`src/rtl/fsk_pkg.sv`:
```
// Shared definitions for the FSK frame symbol path: symbol address width,
// default address constants and the frame generator state encoding.
package fsk_pkg;

    localparam int SYM_AW = 5;

    localparam logic [SYM_AW-1:0] IDLE_ADDR_DEF = 5'd0;
    localparam logic [SYM_AW-1:0] PRE_A_DEF     = 5'd0;
    localparam logic [SYM_AW-1:0] PRE_B_DEF     = 5'd16;

    typedef enum logic [2:0] {
        ST_IDLE     = 3'd0,
        ST_PREAMBLE = 3'd1,
        ST_SYNC     = 3'd2,
        ST_PAYLOAD  = 3'd3,
        ST_GAP      = 3'd4
    } state_t;

endpackage

```
`src/rtl/frame_sym_gen.sv`:
```
// Frame symbol generator: walks IDLE -> PREAMBLE -> SYNC -> PAYLOAD -> GAP
// one symbol per READY strobe and emits a registered LUT address. Payload
// symbols are taken from the external LFSR, which is stepped by PRN_ADV.
module frame_sym_gen
    import fsk_pkg::*;
#(
    parameter int                PREAMBLE_LEN = 16,
    parameter logic [19:0]       SYNC_WORD    = 20'h08864,
    parameter int                PAYLOAD_LEN  = 64,
    parameter int                GAP_LEN      = 8,
    parameter logic [SYM_AW-1:0] IDLE_ADDR    = IDLE_ADDR_DEF,
    parameter logic [SYM_AW-1:0] PRE_A        = PRE_A_DEF,
    parameter logic [SYM_AW-1:0] PRE_B        = PRE_B_DEF
) (
    input  logic              CLOCK,
    input  logic              RESET,
    input  logic              ENABLE,
    input  logic              READY,
    input  logic [SYM_AW-1:0] PRN_IN,
    output logic [SYM_AW-1:0] ADDRESS,
    output logic              PRN_ADV,
    output logic              FRAME_ACTIVE,
    output logic              FRAME_DONE
);

    localparam logic [7:0] PRE_LEN_C = 8'(PREAMBLE_LEN);
    localparam logic [7:0] PAY_LEN_C = 8'(PAYLOAD_LEN);
    localparam logic [7:0] GAP_LEN_C = 8'(GAP_LEN);

    state_t            state_q, state_d;
    logic [7:0]        cnt_q, cnt_d;
    logic [SYM_AW-1:0] addr_q, addr_d;
    logic              adv_q, adv_d;
    logic              act_q, act_d;
    logic              done_q, done_d;

    // Sync chunk k (1..3) of the sync word; chunk 0 is emitted on PREAMBLE exit.
    function automatic logic [SYM_AW-1:0] sync_chunk(input logic [7:0] k);
        case (k)
            8'd1:    return SYNC_WORD[14:10];
            8'd2:    return SYNC_WORD[9:5];
            default: return SYNC_WORD[4:0];
        endcase
    endfunction

    // Next-state logic: everything advances only on a READY strobe; the
    // PRN_ADV and FRAME_DONE pulses default low so they last one cycle.
    always_comb begin
        state_d = state_q;
        cnt_d   = cnt_q;
        addr_d  = addr_q;
        adv_d   = 1'b0;
        done_d  = 1'b0;
        if (READY) begin
            case (state_q)
                ST_IDLE, ST_GAP: begin
                    if (state_q == ST_GAP && cnt_q != GAP_LEN_C) begin
                        addr_d = IDLE_ADDR;
                        cnt_d  = cnt_q + 8'd1;
                    end else begin
                        // End of GAP behaves exactly like IDLE on the same
                        // edge so back-to-back frames have no dead strobe.
                        done_d = (state_q == ST_GAP);
                        if (ENABLE) begin
                            addr_d  = PRE_A;
                            cnt_d   = 8'd1;
                            state_d = ST_PREAMBLE;
                        end else begin
                            addr_d  = IDLE_ADDR;
                            cnt_d   = 8'd0;
                            state_d = ST_IDLE;
                        end
                    end
                end
                ST_PREAMBLE: begin
                    if (cnt_q == PRE_LEN_C) begin
                        addr_d  = SYNC_WORD[19:15];
                        cnt_d   = 8'd1;
                        state_d = ST_SYNC;
                    end else begin
                        addr_d = cnt_q[0] ? PRE_B : PRE_A;
                        cnt_d  = cnt_q + 8'd1;
                    end
                end
                ST_SYNC: begin
                    if (cnt_q == 8'd4) begin
                        addr_d  = PRN_IN;
                        adv_d   = 1'b1;
                        cnt_d   = 8'd1;
                        state_d = ST_PAYLOAD;
                    end else begin
                        addr_d = sync_chunk(cnt_q);
                        cnt_d  = cnt_q + 8'd1;
                    end
                end
                ST_PAYLOAD: begin
                    if (cnt_q == PAY_LEN_C) begin
                        addr_d  = IDLE_ADDR;
                        cnt_d   = 8'd1;
                        state_d = ST_GAP;
                    end else begin
                        addr_d = PRN_IN;
                        adv_d  = 1'b1;
                        cnt_d  = cnt_q + 8'd1;
                    end
                end
                default: begin
                    addr_d  = IDLE_ADDR;
                    cnt_d   = 8'd0;
                    state_d = ST_IDLE;
                end
            endcase
        end
        act_d = (state_d == ST_PREAMBLE) || (state_d == ST_SYNC) ||
                (state_d == ST_PAYLOAD);
    end

    // State and output registers; reset overrides any strobe on the same edge.
    always_ff @(posedge CLOCK) begin
        if (RESET) begin
            state_q <= ST_IDLE;
            cnt_q   <= 8'd0;
            addr_q  <= IDLE_ADDR;
            adv_q   <= 1'b0;
            act_q   <= 1'b0;
            done_q  <= 1'b0;
        end else begin
            state_q <= state_d;
            cnt_q   <= cnt_d;
            addr_q  <= addr_d;
            adv_q   <= adv_d;
            act_q   <= act_d;
            done_q  <= done_d;
        end
    end

    assign ADDRESS      = addr_q;
    assign PRN_ADV      = adv_q;
    assign FRAME_ACTIVE = act_q;
    assign FRAME_DONE   = done_q;

endmodule

```
`config.mk`:
```
export PLATFORM = sky130hd
export DESIGN_NAME = frame_sym_gen
export DESIGN_NICKNAME = d
export VERILOG_FILES = /design/src/rtl/fsk_pkg.sv /design/src/rtl/frame_sym_gen.sv
export SDC_FILE = /design/constraint.sdc
export NUM_CORES = 1
export LEC_CHECK = 0
export ABC_AREA = 1
export CAP_MARGIN = 20
export CORE_ASPECT_RATIO = 1.25
export CORE_UTILIZATION = 47
export DETAILED_ROUTE_END_ITERATION = 7
export PLACE_DENSITY = 0.81
export SETUP_SLACK_MARGIN = 0.05
export SLEW_MARGIN = 20
export SYNTH_ARGS = -nofsm -noshare
export SYNTH_HDL_FRONTEND = slang
export SYNTH_SLANG_ARGS = --single-unit
```
`constraint.sdc`:
```
create_clock -name CLOCK -period 1.5 [get_ports CLOCK]
set_clock_uncertainty 0.15 [all_clocks]
set_input_delay 0.15 -clock CLOCK [delete_from_list [all_inputs] [get_ports CLOCK]]
set_output_delay 0.15 -clock CLOCK [all_outputs]
set_load 0.03 [all_outputs]
```
==> results of run 1 <==
[logic make-up after synthesis]
logic type | after synthesis | synth area share
compound gates | 26 | 0.130
flops | 19 | 0.333
buf+inv | 27 | 0.0899
simple gates | 95 | 0.402
fa+ha+maj | 4 | 0.0439
[where the power goes]
group,leakage (nW),internal [mW],switching (mW)
sequential,0.156,0.520,0.00980
clock,0.0150,0.104,0.163
combinational,0.597,0.131,0.168
[layer usage]
layer | global-route usage | routed length, µm | vias to the layer above
li1 | - | - | 655
met1 | 0.324 | 1280 | 626
met2 | 0.449 | 1930 | 43
met3 | 0.0253 | 173 | 14
met4 | 0.168 | 160 | 0
met5 | 0 | 0 | -
[cell usage after synthesis]
library cell	n
nand2_1	41
nor2_2	4
a31oi_1	1
inv_1	22
ha_1	4
buf_2	1
nand3b_1	1
a21o_1	1
o22ai_1	1
o21ai_1	3
nand3_2	2
nor2_1	15
dfxtp_1	19
nand2_2	4
o211ai_1	1
a21oi_1	10
inv_2	2
or2_2	1
nand3_1	14
o21ai_2	2
a21oi_2	1
nand4_1	1
clkbuf_1	2
nor3_2	1
nor3_1	7
nand4_2	1
o21ai_0	6
nor2_4	2
nor4b_1	1
[state kept, by name, indices dropped and copies added, names as in the netlist]
signal	count
FRAME_DONE	1
state_q	3
PRN_ADV	1
ADDRESS	5
FRAME_ACTIVE	1
cnt_q	8
[path summary, 6_finish.rpt]
kind / from / end / slack (ns) / depth (start not counted)
hold / removal: PRN_IN[3] / ADDRESS[3] / 0.29 / 3
setup / recovery: cnt_q[1] / FRAME_ACTIVE / -0.16 / 11
hold reg to reg: ADDRESS[2] / ADDRESS[2] / 0.32 / 2
setup reg to reg: cnt_q[1] / FRAME_ACTIVE / -0.16 / 11
[area by class of cell]
cell class | instances | area, µm²
multi-input cells | 125 | 825
fillers | 179 | 460
repair buffers | 49 | 409
flip-flops and latches | 19 | 385
inverters | 24 | 90.1
well taps | 31 | 38.8
clock buffers | 4 | 26.3
[critical path: stages (launching register included)]
cell	delay, ns
dfxtp_2	0.34
inv_2	0.07
ha_4	0.17
nand2_1	0.08
nor2_2	0.11
nand2_2	0.12
nand2_4	0.13
nand2_4	0.08
nor2_4	0.12
nand3_2	0.07
nand3_2	0.08
a21oi_2	0.05
[metrics by stage]
step           worst slack [ns]  cells  power [mW]  utilization
2_1_floorplan          -0.00209    171       0.687            -
3_3_place_gp             -0.129    243       0.791        0.701
3_5_place_dp             -0.169    243       0.794        0.701
4_1_cts                 -0.0883    248        1.07        0.737
5_1_grt                  -0.252    252        1.15        0.794
6_report                 -0.163    252        1.10        0.794
[what timing repair did]
action	CTS	global route
pin swaps	9	10
gates resized for setup	25	28
setup endpoints to repair	25	18
setup buffers	1	4
==> impl_results.md, run 1 <==
- Reg clk slew, reported paths: about 0.1 ns
- Initial core utilization: 0.511
- Iteration-0 DRC Markers: 36
- 1st-pass router iterations: 4
- Slew Limit Fails: 0
- Layout Nets: ~240
- Worst setup SP type: register
- Vias per std cell: 5.31
- Share of cells above drive strength 1: 0.416
- Crit path DAT: 1.73 ns
- Max VDD drop: 0.496 mV
- Pin count of the biggest net entering global routing: 13
- CTS root buffer: clkbuf_4
- DIE HEIGHT: around 57 µm
- Fraction of the yosys area taken by sequential cells: 0.333
- WHS: 0.287 ns
- Pwr dens: 617 nW/µm²
- Period utilization: 1.11
- Tightest Pin Transition: 0.325 ns
- Final instance area: 1770 µm²
- Vias in the first global route: 1249
- Synth Cell Area: 1140 µm²
- Final WL: roughly 3600 µm
- Setup CP Type: register to register
- Max-cap violations: 0
- Synth top area share: 0.333
- DIE AREA: 2630 µm²
- FP Rows: 19
- Worst skew pair latency: 0.31 ns
- I/O pins: 17
- Failing checks: negative setup slack
- Setup ws final: -0.163 ns
- GPL Wtd Cong: ~0.87
- Floorplan core area: 2230 µm²
- # DRC: 0
- Unrepaired setup endpoints after global routing: yes
- Final hold vios: 0
- Peak Freq: 0.601 GHz
- Commonest cells after routing, fill and taps aside: nand2_1 (35), buf_4 (30), inv_1 (17)
- Ant diodes: 0
- Clock sinks: 19
- GR Overflow Total: 0
- Commonest non-fill, non-tap cell in the layout: nand2_1
- CP Capture Type: register
- Clock tree buffer depth: 2
- First-pass GRT wire length: just over 5000 µm
- Static Leak: 0.768 nW
- Antenna violations before repair: 0
- Post-layout min period: approximately 1.7 ns
- Slew headroom: 0.781
- Post-Syn Instances: ~170
- Post-DP HPWL: 2320 µm
- Overall routing resource usage: 0.272
- Routed Antenna Nets: 0
- Ys Warns: 0
- Cts-stage hold buffer count: 0
- CTS tree: done
- Most area-hungry cell type in the Yosys netlist: dfxtp_1
- Synth area leaders: dfxtp_1 (33%), nand2_1 (13%), inv_1 (7.2%)
- DP Area: 1570 µm²
- Status: finished with violations
- Routed vias: about 1300
- Final setup violation count: 17
- Layout area overhead: 55.5%
- H-tree levels: 1
- Setup TNS: -1.93 ns
- DR WL/cell: 14.1 µm
- Max FO, Critical Path: 4
- CTS buffer count: 3
- PortBufs: 16
- Worst min-delay path class: input pin to register
- Syn_nets: 184
- Syn Area/Cell: 6.67 µm²
- Worst Path Required: 1.56 ns
- Die X: between 40 and 50 µm
- Yosys reg bits: 19
- Netlist cell types: 29
Power figures use the tool's default switching activity.
==> run 2: changes to the inputs <==
Settings changed: SETUP_SLACK_MARGIN 0.05 to 0.02, TNS_END_PERCENT set to 50.
==> run 2 against run 1 <==
The flow still finishes with violations (negative setup slack). Routed wire length down 4.5%. Design area down 1.4%. Critical path type unchanged. Global-route usage up 1.6 points. Combinational power down 5%. Non-clock buffer count down 3. Critical path depth down 4. Utilization down 1.1 points. Clock-buffer cell count unchanged. Maximum frequency down 0.35%. Clock power up 6%. Hold slack worse by 0.022 ns. Cell count down 1.2%.
==> impl_results.md, run 2 (same netlist as run 1, synthesis figures left out) <==
- Overall routing resource usage: 0.287 (was 0.272)
- CTS buffer count: 3 (unchanged)
- GPL Wtd Cong: 0.924 (was 0.868)
- # DRC: 0 (unchanged)
- Part of the power in registers: 0.483 (was 0.484)
- Final WL: 3390 µm (was 3550 µm)
- Setup CP Type: register to register (unchanged)
- Final instance area: 1750 µm² (was 1770 µm²)
- Switch Pwr: 347 µW (was 340 µW)
- Commonest cells after routing, fill and taps aside: nand2_1 (35), buf_4 (29), inv_1 (18) (was nand2_1 (35), buf_4 (30), inv_1 (17))
- Share of cells above drive strength 1: 0.408 (was 0.416)
- DP Area: 1570 µm² (unchanged)
- Max-cap violations: 0 (unchanged)
- H-tree levels: 1 (unchanged)
- Post-layout min period: 1.67 ns (was 1.66 ns)
- Max VDD drop: 0.650 mV (was 0.496 mV)
- Slew Limit Fails: 0 (unchanged)
- Peak Freq: 0.599 GHz (was 0.601 GHz)
- 1st-pass router iterations: 4 (unchanged)
- DR WL/cell: 13.6 µm (was 14.1 µm)
- Final setup violation count: 16 (was 17)
- Max FO, Critical Path: 6 (was 4)
- Tightest Pin Transition: 0.309 ns (was 0.325 ns)
- GR Overflow Total: 0 (unchanged)
- Unrepaired setup endpoints after global routing: yes (unchanged)
- CP Capture Type: register (unchanged)
- Biggest register: cnt_q (unchanged)
- CTS tree: done (unchanged)
- Status: finished with violations (unchanged)
- Worst Path Required: 1.56 ns (about the same)
- Static Leak: 0.745 nW (was 0.768 nW)
- Initial core utilization: 0.511 (unchanged)
- DIE HEIGHT: 57.1 µm (unchanged)
- Slew headroom: 0.792 (was 0.781)
- Antenna violations before repair: 0 (unchanged)
- Clock tree buffer depth: 2 (unchanged)
- Worst min-delay path class: input pin to register (unchanged)
- Clock sinks: 19 (unchanged)
- Commonest non-fill, non-tap cell in the layout: nand2_1 (unchanged)
- Floorplan core area: 2230 µm² (unchanged)
- Worst setup SP type: register (unchanged)
- Setup ws final: -0.169 ns (was -0.163 ns)
- Final hold vios: 0 (unchanged)
- Reg clk slew, reported paths: 0.12 ns (was 0.10 ns)
- Die X: 46.1 µm (unchanged)
- Vias in the first global route: 1323 (was 1249)
- Ant diodes: 0 (unchanged)
- DIE AREA: 2630 µm² (unchanged)
- CTS root buffer: clkbuf_4 (unchanged)
- Clk network pwr share: 0.258 (was 0.243)
- I/O pins: 17 (unchanged)
- Failing checks: negative setup slack (unchanged)
- Max reg flops: 8 (unchanged)
- Crit path DAT: 1.73 ns (about the same)
- Layout area overhead: 53.3% (was 55.5%)
- Pin count of the biggest net entering global routing: 13 (unchanged)
- Post-DP HPWL: 2470 µm (was 2320 µm)
- Final Util: 0.783 (was 0.794)
- Net Sw Frac: 0.317 (was 0.310)
- Routed vias: 1285 (was 1338)
- First-pass GRT wire length: 5570 µm (was 5190 µm)
- Layout Nets: 232 (was 235)
- Iteration-0 DRC Markers: 45 (was 36)
- Period utilization: 1.11 (about the same)
- Internal power component: 746 µW (was 755 µW)
- FP Rows: 19 (unchanged)
- PortBufs: 16 (unchanged)
- Vias per std cell: 5.16 (was 5.31)
- Share of total power in combinational logic: 0.259 (was 0.273)
- Routed Antenna Nets: 0 (unchanged)
- Worst skew pair latency: 0.32 ns (was 0.31 ns)
- Pwr dens: 625 nW/µm² (was 617 nW/µm²)
- WHS: 0.265 ns (was 0.287 ns)
## run 2: cell count changes in the layout (fill, tap and decap cells not counted), moves of 2 or more
cell / previous run / this run
o21ai_2: 4 / 1
buf_6: 3 / 1
dfxtp_1: 15 / 13
nor3_1: 7 / 5
o21ai_1: 2 / 4
## run 2: through the flow
| step | setup WS (ns) | setup TNS [ns] | power [mW] | instances |
|---|---|---|---|---|
| 2_1_floorplan | -0.00209 | -0.00209 | 0.687 | 171 |
| 3_5_place_dp | -0.261 | -1.74 | 0.798 | 243 |
| 3_3_place_gp | -0.134 | -1.03 | 0.791 | 243 |
| 5_1_grt | -0.223 | -2.92 | 1.13 | 249 |
| 6_report | -0.169 | -1.57 | 1.09 | 249 |
| 4_1_cts | -0.120 | -1.31 | 1.07 | 248 |
## run 2: path summary, 6_finish.rpt
path	start	end	slack, ns	cells past startpoint
max	cnt_q[0]	cnt_q[2]	-0.17	7
min	PRN_IN[3]	ADDRESS[3]	0.26	3
max reg2reg	cnt_q[0]	cnt_q[2]	-0.17	7
min reg2reg	ADDRESS[2]	ADDRESS[2]	0.32	2
## run 2: what timing repair did
action	in CTS	in global routing
hold endpoints to repair	0	0
resized for setup	26	26
hold buffers	0	0
endpoints found under the setup margin	25	17
pin swaps	10	6
buffers inserted	1	1
## run 2: area by class of cell
| cell class | instances | area [µm²] |
|---|---|---|
| multi-input combinational | 125 | 825 |
| sequential | 19 | 390 |
| clock buffer | 4 | 26.3 |
| tap | 31 | 38.8 |
| timing repair buffer | 46 | 379 |
| inverter | 24 | 90.1 |
| fill | 179 | 485 |
## run 2: critical path, cell delays in order (launching register included)
cell and delay, ns:
dfxtp_2 0.34, inv_2 0.07, ha_4 0.18, nand3_2 0.12, o21ai_4 0.27, nand4_4 0.16
nor2_4 0.20, nor3_1 0.07
## run 2: layer usage
layer  up-vias  GRT usage  routed length [µm]  part of all wire
li1        643          -                   -                 -
met1       591      0.347                1360              0.40
met2        39      0.491                1790              0.53
met3        12     0.0222                 132             0.039
met4         0      0.143                 115             0.034
met5         -          0                   0                 0
## run 2: power by group through the flow
stage / sequential [mW] / combinational, mW / clock [mW]
final: 0.528 / 0.283 / 0.282
after detailed placement: 0.541 / 0.257 / 0
after floorplan: 0.555 / 0.132 / 0
after global routing: 0.530 / 0.307 / 0.293
after CTS: 0.529 / 0.266 / 0.277
after global placement: 0.540 / 0.251 / 0
==> run 3: changes to the inputs <==
Settings changed: CTS_BUF_LIST set to sky130_fd_sc_hd__clkbuf_16, PLACE_DENSITY 0.81 to unset, PLACE_DENSITY_LB_ADDON set to 0.08, REMOVE_ABC_BUFFERS set to 1.
==> run 3 against run 2 <==
The run still ends with negative setup slack left. Global-route usage fell by 1.2 points. Setup slack improved by 0.016 ns. Routed wire length rose by 6.0%. Via count rose by 4.0%. Critical path type unchanged. Largest cell class unchanged.
==> impl_results.md, run 3 (same netlist as run 1, synthesis figures left out) <==
- Max reg flops: 8 (unchanged)
- End of the worst hold path: ADDRESS[2] (was ADDRESS[3])
- FP Rows: 19 (unchanged)
- Routed Antenna Nets: 0 (unchanged)
- Unrepaired setup endpoints after global routing: yes (unchanged)
- Routed vias: 1337 (was 1285)
- Final hold vios: 0 (unchanged)
- Status: finished with violations (unchanged)
- Worst skew pair latency: 0.26 ns (was 0.32 ns)
- RR Endpoint: cnt_q[7] (was cnt_q[2])
- WHS Path Cells: 2 (was 3)
- Clock sinks: 19 (unchanged)
- GPL Wtd Cong: 0.896 (was 0.924)
- Overall routing resource usage: 0.275 (was 0.287)
- Reg2reg start: cnt_q[1] (was cnt_q[0])
- Vias in the first global route: 1214 (was 1323)
- H-tree levels: 1 (unchanged)
- # DRC: 0 (unchanged)
- Setup CP Type: register to register (unchanged)
- CP Capture Type: register (unchanged)
- Reg clk slew, reported paths: 0.06 ns (was 0.12 ns)
- Tightest Pin Transition: 0.383 ns (was 0.309 ns)
- PortBufs: 16 (unchanged)
- Initial core utilization: 0.511 (unchanged)
- 1st-pass router iterations: 4 (unchanged)
- Die X: 46.1 µm (unchanged)
- Peak Freq: 0.605 GHz (was 0.599 GHz)
- DP Area: 1550 µm² (was 1570 µm²)
- Worst min-delay path class: register to register (was input pin to register)
- Reg2Reg Depth: 9 (was 7)
- Layout Nets: 235 (was 232)
- Pin count of the biggest net entering global routing: 13 (unchanged)
- R2R Setup Slk: -0.15 ns (was -0.17 ns)
- Clock tree buffer depth: 2 (unchanged)
- Max-cap violations: 0 (unchanged)
- GR Overflow Total: 0 (unchanged)
- CTS root buffer: clkbuf_16 (was clkbuf_4)
- Period utilization: 1.10 (was 1.11)
- Floorplan core area: 2230 µm² (unchanged)
- Share of cells above drive strength 1: 0.371 (was 0.408)
- Biggest register: cnt_q (unchanged)
- Cts-stage hold buffer count: 0 (unchanged)
- Max VDD drop: 0.901 mV (was 0.650 mV)
- CTS tree: done (unchanged)
- Failing checks: negative setup slack (unchanged)
- Worst setup SP type: register (unchanged)
- Post-layout min period: 1.65 ns (was 1.67 ns)
- Final setup violation count: 17 (was 16)
- Final Util: 0.800 (was 0.783)
- Commonest cells after routing, fill and taps aside: nand2_1 (38), buf_4 (32), inv_1 (18) (was nand2_1 (35), buf_4 (29), inv_1 (18))
- Iteration-0 DRC Markers: 50 (was 45)
- CTS buffer count: 3 (unchanged)
- I/O pins: 17 (unchanged)
- Worst Path Required: 1.50 ns (was 1.56 ns)
- Crit path DAT: 1.65 ns (was 1.73 ns)
- Setup ws final: -0.153 ns (was -0.169 ns)
- Fillers: 173 (was 179)
- DIE AREA: 2630 µm² (unchanged)
- Ant diodes: 0 (unchanged)
- Max FO, Critical Path: 6 (unchanged)
- Layout area overhead: 56.6% (was 53.3%)
- DR WL/cell: 14.3 µm (was 13.6 µm)
- Pwr dens: 783 nW/µm² (was 625 nW/µm²)
- Hold_sp: ADDRESS[2] (was PRN_IN[3])
- Post-DP HPWL: 2340 µm (was 2470 µm)
- Vias per std cell: 5.31 (was 5.16)
- Antenna violations before repair: 0 (unchanged)
- DIE HEIGHT: 57.1 µm (unchanged)
- Static Leak: 0.765 nW (was 0.745 nW)
- Final instance area: 1790 µm² (was 1750 µm²)
- Commonest non-fill, non-tap cell in the layout: nand2_1 (unchanged)
- Slew Limit Fails: 0 (unchanged)
- Final WL: 3600 µm (was 3390 µm)
- First-pass GRT wire length: 5230 µm (was 5570 µm)
- Slew headroom: 0.743 (was 0.792)
-- run 3: cell count changes in the layout (fill, tap and decap cells not counted), sizes merged --
| cell | before | now |
|---|---|---|
| buf | 30 | 33 |
| clkbuf | 4 | 3 |
| clkinv | 0 | 1 |
-- run 3: layout make-up --
cell class,instances,area (µm²),area share
Clock inverter,1,5.00,0.00280
Sequential cell,19,385,0.216
Clock buffer,3,75.1,0.0420
Inverter,24,90.1,0.0504
Timing Repair Buffer,49,402,0.225
Tap cell,31,38.8,0.0217
Multi-Input combinational cell,125,791,0.443
-- run 3: worst max-delay path by stage --
stage | start | endpoint | slack, ns | cells past startpoint
floorplan | cnt_q[0] | cnt_q[6] | -0.10 | 9
global placement | READY | ADDRESS[1] | -0.18 | 6
detailed placement | cnt_q[0] | FRAME_ACTIVE | -0.23 | 11
CTS | cnt_q[0] | FRAME_ACTIVE | -0.13 | 11
global route | cnt_q[1] | cnt_q[7] | -0.24 | 9
finish | cnt_q[1] | cnt_q[7] | -0.15 | 9
-- run 3: report_power, final --
part	leakage (nW)	internal [mW]	total [mW]	switching, mW
clock network	0.0409	0.358	0.567	0.208
registers	0.156	0.520	0.530	0.00971
logic	0.568	0.133	0.302	0.169
-- run 3: worst max-delay path, cell delays in order (launching register included) --
cell	delay, ns
dfxtp_2	0.32
inv_2	0.07
ha_4	0.19
nand3_4	0.10
nor2_4	0.13
inv_1	0.09
nand2_1	0.13
nand4_4	0.11
nor2_4	0.19
nor2_1	0.07
-- run 3: layer usage --
metal | vias to the layer above | share of wire | track usage
li1 | 652 | - | -
met1 | 605 | 0.41 | 0.318
met2 | 63 | 0.50 | 0.473
met3 | 17 | 0.048 | 0.0285
met4 | 0 | 0.038 | 0.151
met5 | - | 0 | 0
-- run 3: through the flow --
stage               total power, mW  hold WS [ns]  setup WS, ns  setup TNS, ns  cells
floorplan                     0.668        0.0691        -0.102         -0.968    168
global placement              0.777         0.302        -0.184          -2.09    245
detailed placement            0.782         0.308        -0.230          -2.92    245
CTS                            1.36         0.313        -0.128          -1.19    251
global route                   1.45         0.331        -0.244          -3.21    252
finish                         1.40         0.313        -0.153          -1.73    252
-- run 3: what timing repair did --
action | CTS | global route
pin swaps | 5 | 14
hold endpoints to repair | 0 | 0
setup endpoints to repair | 26 | 18
buffers inserted | 2 | 1
gates resized for setup | 19 | 28
